$ cat config.mk
export PLATFORM = sky130hd
export DESIGN_NAME = hsst_rx_rst_seq_v1_0
export DESIGN_NICKNAME = d
export VERILOG_FILES = /design/src/rtl/hsst_rx_rst_seq_v1_0.sv
export SDC_FILE = /design/constraint.sdc
export NUM_CORES = 1
export LEC_CHECK = 0
export BUFFER_PORTS_ARGS = -buffer_cell sky130_fd_sc_hd__buf_2
export CORE_ASPECT_RATIO = 1.1
export CORE_MARGIN = 2
export CORE_UTILIZATION = 35
export DETAILED_ROUTE_END_ITERATION = 8
export HOLD_SLACK_MARGIN = 0.1
export PLACE_DENSITY_LB_ADDON = 0.15
export REMOVE_ABC_BUFFERS = 1
export SYNTH_ARGS = -nofsm -noshare
export SYNTH_HDL_FRONTEND = slang
export SYNTH_SLANG_ARGS = --single-unit
$ cat constraint.sdc
create_clock -name clk -period 6.04 [get_ports clk]
set_clock_uncertainty 0.2 [all_clocks]
set_input_delay 0.906 -clock clk [delete_from_list [all_inputs] [get_ports clk]]
set_output_delay 0.906 -clock clk [all_outputs]
set_load 0.05 [all_outputs]
$ cat src/rtl/hsst_rx_rst_seq_v1_0.sv
// HSST receive-side reset sequencer: PLL reset -> PLL lock -> PMA reset -> stable
// CDR lock -> PCS reset -> word alignment -> link up, with fault-driven fallbacks.
module hsst_rx_rst_seq_v1_0 #(
  parameter int PLL_RST_CYC     = 64,
  parameter int PMA_RST_CYC     = 64,
  parameter int PCS_RST_CYC     = 32,
  parameter int LOCK_STABLE_CYC = 1024,
  parameter int CNT_WIDTH       = 16
) (
  input  logic       clk,
  input  logic       rst_n,
  input  logic       pll_lock,
  input  logic       sigdet,
  input  logic       cdr_lock,
  input  logic       word_align,
  input  logic       wtchdg_rst_n,
  output logic       pll_rst,
  output logic       rx_pma_rst,
  output logic       rx_pcs_rst,
  output logic       rx_done,
  output logic       wtchdg_clr,
  output logic [2:0] state
);

  typedef enum logic [2:0] {
    IDLE       = 3'd0,
    PLL_RST    = 3'd1,
    PLL_WAIT   = 3'd2,
    PMA_RST    = 3'd3,
    CDR_WAIT   = 3'd4,
    PCS_RST    = 3'd5,
    ALIGN_WAIT = 3'd6,
    DONE       = 3'd7
  } state_t;

  localparam logic [CNT_WIDTH-1:0] PLL_LAST  = CNT_WIDTH'(PLL_RST_CYC - 1);
  localparam logic [CNT_WIDTH-1:0] PMA_LAST  = CNT_WIDTH'(PMA_RST_CYC - 1);
  localparam logic [CNT_WIDTH-1:0] PCS_LAST  = CNT_WIDTH'(PCS_RST_CYC - 1);
  localparam logic [CNT_WIDTH-1:0] LOCK_LAST = CNT_WIDTH'(LOCK_STABLE_CYC - 1);

  // Two-stage synchronizers, packed as {pll_lock, sigdet, cdr_lock, word_align}.
  logic [3:0] meta_q;
  logic [3:0] sync_q;
  logic       pll_lock_s, sigdet_s, cdr_lock_s, word_align_s;

  always_ff @(posedge clk or negedge rst_n) begin
    if (!rst_n) begin
      meta_q <= '0;
      sync_q <= '0;
    end else begin
      meta_q <= {pll_lock, sigdet, cdr_lock, word_align};
      sync_q <= meta_q;
    end
  end

  assign {pll_lock_s, sigdet_s, cdr_lock_s, word_align_s} = sync_q;

  state_t               state_q, state_d;
  logic [CNT_WIDTH-1:0] cnt_q, cnt_d;
  logic                 lock_ok;
  logic                 pll_rst_q, rx_pma_rst_q, rx_pcs_rst_q, rx_done_q, wtchdg_clr_q;
  logic                 pll_rst_d, rx_pma_rst_d, rx_pcs_rst_d, rx_done_d, wtchdg_clr_d;

  assign lock_ok = sigdet_s & cdr_lock_s;

  always_comb begin
    state_d = state_q;
    cnt_d   = cnt_q;
    case (state_q)
      IDLE:       state_d = PLL_RST;
      PLL_RST: begin
        cnt_d = cnt_q + 1'b1;
        if (cnt_q == PLL_LAST) state_d = PLL_WAIT;
      end
      PLL_WAIT:   if (pll_lock_s) state_d = PMA_RST;
      PMA_RST: begin
        cnt_d = cnt_q + 1'b1;
        if (cnt_q == PMA_LAST) state_d = CDR_WAIT;
      end
      CDR_WAIT: begin
        if (!lock_ok)                cnt_d = '0;
        else if (cnt_q == LOCK_LAST) state_d = PCS_RST;
        else                         cnt_d = cnt_q + 1'b1;
      end
      PCS_RST: begin
        cnt_d = cnt_q + 1'b1;
        if (cnt_q == PCS_LAST) state_d = ALIGN_WAIT;
      end
      ALIGN_WAIT: if (word_align_s) state_d = DONE;
      DONE:       state_d = DONE;
      default:    state_d = IDLE;
    endcase

    // Fault fallbacks, highest priority first; they override the normal progression.
    if (state_q >= PMA_RST && !pll_lock_s)          state_d = PLL_RST;
    else if (state_q >= CDR_WAIT && !wtchdg_rst_n)  state_d = PMA_RST;
    else if (state_q >= PCS_RST && !lock_ok)        state_d = PMA_RST;

    if (state_d != state_q) cnt_d = '0;
  end

  // Outputs are decoded from the next state so the registered copies line up with state_q.
  always_comb begin
    pll_rst_d    = (state_d == IDLE) || (state_d == PLL_RST);
    rx_pma_rst_d = (state_d <= PMA_RST);
    rx_pcs_rst_d = (state_d != DONE);
    rx_done_d    = (state_d == DONE);
    wtchdg_clr_d = (state_d <= PMA_RST) || ((state_d == CDR_WAIT) && !meta_q[2]);
  end

  always_ff @(posedge clk or negedge rst_n) begin
    if (!rst_n) begin
      state_q      <= IDLE;
      cnt_q        <= '0;
      pll_rst_q    <= 1'b1;
      rx_pma_rst_q <= 1'b1;
      rx_pcs_rst_q <= 1'b1;
      rx_done_q    <= 1'b0;
      wtchdg_clr_q <= 1'b1;
    end else begin
      state_q      <= state_d;
      cnt_q        <= cnt_d;
      pll_rst_q    <= pll_rst_d;
      rx_pma_rst_q <= rx_pma_rst_d;
      rx_pcs_rst_q <= rx_pcs_rst_d;
      rx_done_q    <= rx_done_d;
      wtchdg_clr_q <= wtchdg_clr_d;
    end
  end

  assign pll_rst    = pll_rst_q;
  assign rx_pma_rst = rx_pma_rst_q;
  assign rx_pcs_rst = rx_pcs_rst_q;
  assign rx_done    = rx_done_q;
  assign wtchdg_clr = wtchdg_clr_q;
  assign state      = state_q;

endmodule

==> impl_metrics.ini <==
[worst_setup_path]
crit_path_frequent_cell = nor3_1
cp_slowest_stage_delay_ns = 0.57
crit_slowest_cell = or4_4
r2r_end = cnt_q[13]$_DFFE_PN0P_
path_cells = or4_4 > nand4bb_1 > nor3_2 > nor3_1 > a211o_2 > nor3_1
r2r_cells = 6
required_ns = 6.03
endpoint_kind = flop
rrSetupSlack_ns = 3.42
crit_fanout = 16
start_kind = flop
critical_path_class = flop to flop
r2r_start = cnt_q[11]$_DFFE_PN0P_
critPathArrivalTime_ns = 2.61

[yosys]
synth_top_area_share_pct = 41.79
avgSynthCellArea_sq_um = 9.472
seq_area_frac_synth_pct = 48.06
ys_ff_latch = 32
synthFlopType = dfrtp_1
synth.most_common_cell = dfrtp_1
synth_edf_count = 0
synth_commonest_cells = dfrtp_1, a21oi_1, nor2_1, nor3_1
synth_area_leader_cell = dfrtp_1
synth_cell_types = 46
yosys-top-cells-area = dfrtp_1, dfstp_2, a21oi_1
ys.warnings.count = 0
syn_area_sq_um = 1677
syn_inst = 177
async_flop_share_pct = 100.0

[finish]
n_fill_cell = 468
multi_input_area_sq_um = 809.5
syn2layout_area_growth_pct = 13.13
drive_gt1_share_pct = 19.17
final_cell_count_no_fill = 249
ff_latch_area_sq_um = 805.8
fin_nets = 200
fin_util_pct = 41.06
num_antenna_cells = 0

[power_and_ir_drop]
switching_share_pct = 19.28
p_int_w = 0.0003417
seqPwrFrac_pct = 51.8
p_switching_w = 0.00008159
power_density_nw_per_um2 = 223.1
total_power_w = 0.0004233
power.leakage_nw = 0.7686
pwr-share-comb_pct = 1.9
ir_drop_uv = 117.1
pwr-share-clk_pct = 46.3

[clock_tree]
clkLatencyLatePin_ns = 0.28
cts.htree.levels = 2
cts_resized = 0
cts_made_buffers = 5
root_buffer = clkbuf_8
cts_setup_buffers = 0
clk_pin_slew_ns = 0.06
numClockSinks = 32
cts_tree = built
cts.path.max_buffers = 2
ctsHoldBuffers = 0

[floorplan]
row_count = 26
die_h_um = 76.59
start_util_pct = 36.29
boundaryPins = 15
die-area_sq_um = 5361
coreArea_sq_um = 4619
die_w_um = 69.99

[global_routing]
grt_first_pass_wirelength_um = 6389
grt_pass1_vias = 1394
grt_max_degree = 33
antenna_found_initial = 0
gr-total-overflow = 0
track_usage_pct = 14.87

[timing]
period_share_pct = 43.36
final-hold-violation-count = 0
slew_headroom_pct = 38.04
tightest_slew_ns = 0.9294
rsz0062_at_grt = no
fmax_mhz = 381.9
fin_hold_ws_ns = 0.1505
slew_violations = 0
setup_viol = 0
tns_ns = 0
period_minus_slack_ns = 2.619

[route]
drt_iter0_drc = 71
viasPerCell = 5.526
drcViolationCount = 0
routed_wl_um = 3597
post_drt_wl_per_cell_um = 14.45
vias = 1376
final_antenna_net_count = 0
drt-pass1-iter-count = 4

[place]
gp_congestion = 0.8009
portBuffers = 14
hpwl_um = 2508
dp_cells = 241

[hold_path]
hold_path_end = sync_q[3]$_DFF_PN0_
worstHoldStart = meta_q[3]$_DFF_PN0_
holdPathStages = 0
hp-class = flop to flop

[run]
max_cap_viol_count = 0

[status]
outcome = finished, final reports clean
[cell type report]
| class | count | share of cell area [%] |
|---|---|---|
| timing repair buffer | 15 | 4.090 |
| inverter | 7 | 1.385 |
| sequential | 32 | 42.48 |
| multi-input combinational | 131 | 42.68 |
| clock buffer | 6 | 3.826 |
| tap | 56 | 3.694 |
| clock inverter | 2 | 1.847 |
[critical path, delay by kind of cell (launching register included)]
| kind | cells | cell delay [ns] |
|---|---|---|
| AO/OA/AOI/OAI | 1 | 0.44 |
| AND/OR/NAND/NOR | 5 | 1.46 |
| flip-flops | 1 | 0.42 |
[per-layer routing]
| layer | part of all wire (%) | track usage, % |
|---|---|---|
| met4 | 2.3 | 7.308 |
| met3 | 3.4 | 3.836 |
| met2 | 47 | 23.62 |
| met5 | 0 | 0 |
| met1 | 47 | 18.71 |
[registers in the layout, indices dropped and copies added (netlist names)]
register    cells
sync_q          4
rx_pma_rst      1
cnt_q          16
rx_done         1
meta_q          4
state           3
pll_rst         1
rx_pcs_rst      1
wtchdg_clr      1
[kinds of logic (layout without fill, tap and decap cells)]
kind of cell	after synthesis	after routing	synth area share, %
DFF	32	32	48.06
adders and majority gates	1	1	0.7461
xor gates and xnor gates	6	6	3.134
AOI/OAI and AO/OA	46	46	17.91
and+or+nand+nor	78	78	26.49
buffers and inverters	14	30	3.657
[through the flow]
| step | setup WS (ns) | instance area [sq um] |
|---|---|---|
| after global routing | 3.220 | 1897 |
| after CTS | 3.415 | 1897 |
| after detailed placement | 3.352 | 1789 |
| after global placement | 3.469 | 1789 |
| final | 3.421 | 1897 |
| after floorplan | 3.133 | 1642 |
[cell usage in the layout (no fill, tap or decap), drive strengths merged, types with 3 or more instances in the layout]
master	instances
inv	7
dfstp	4
nor3	12
nor4	3
dfrtp	28
buf	15
clkbuf	6
nand3b	4
o31ai	3
xnor2	5
or3b	4
o21ai	10
nand2	9
nor2	17
nand3	10
or4	3
and3	3
a21oi	18
[worst max-delay path by stage]
stage	from	to	slack, ns	depth (start not counted)
global placement	wtchdg_rst_n	cnt_q[11]$_DFFE_PN0P_	3.47	7
global route	state[2]$_DFF_PN0_	cnt_q[10]$_DFFE_PN0P_	3.22	6
finish	cnt_q[11]$_DFFE_PN0P_	cnt_q[13]$_DFFE_PN0P_	3.42	6
CTS	cnt_q[11]$_DFFE_PN0P_	cnt_q[13]$_DFFE_PN0P_	3.41	6
detailed placement	wtchdg_rst_n	cnt_q[13]$_DFFE_PN0P_	3.35	7
floorplan	state[2]$_DFF_PN0_	cnt_q[6]$_DFFE_PN0P_	3.13	6
[power groups by stage]
stage	sequential [W]	clock (W)	combinational, W
finish	0.000219	0.000196	0.00000805
global route	0.000219	0.000214	0.00000975
CTS	0.000219	0.000204	0.00000852
detailed placement	0.000223	0	0.00000852
global placement	0.000223	0	0.00000836
floorplan	0.000222	0	0.00000176
Power figures use the tool's default switching activity.
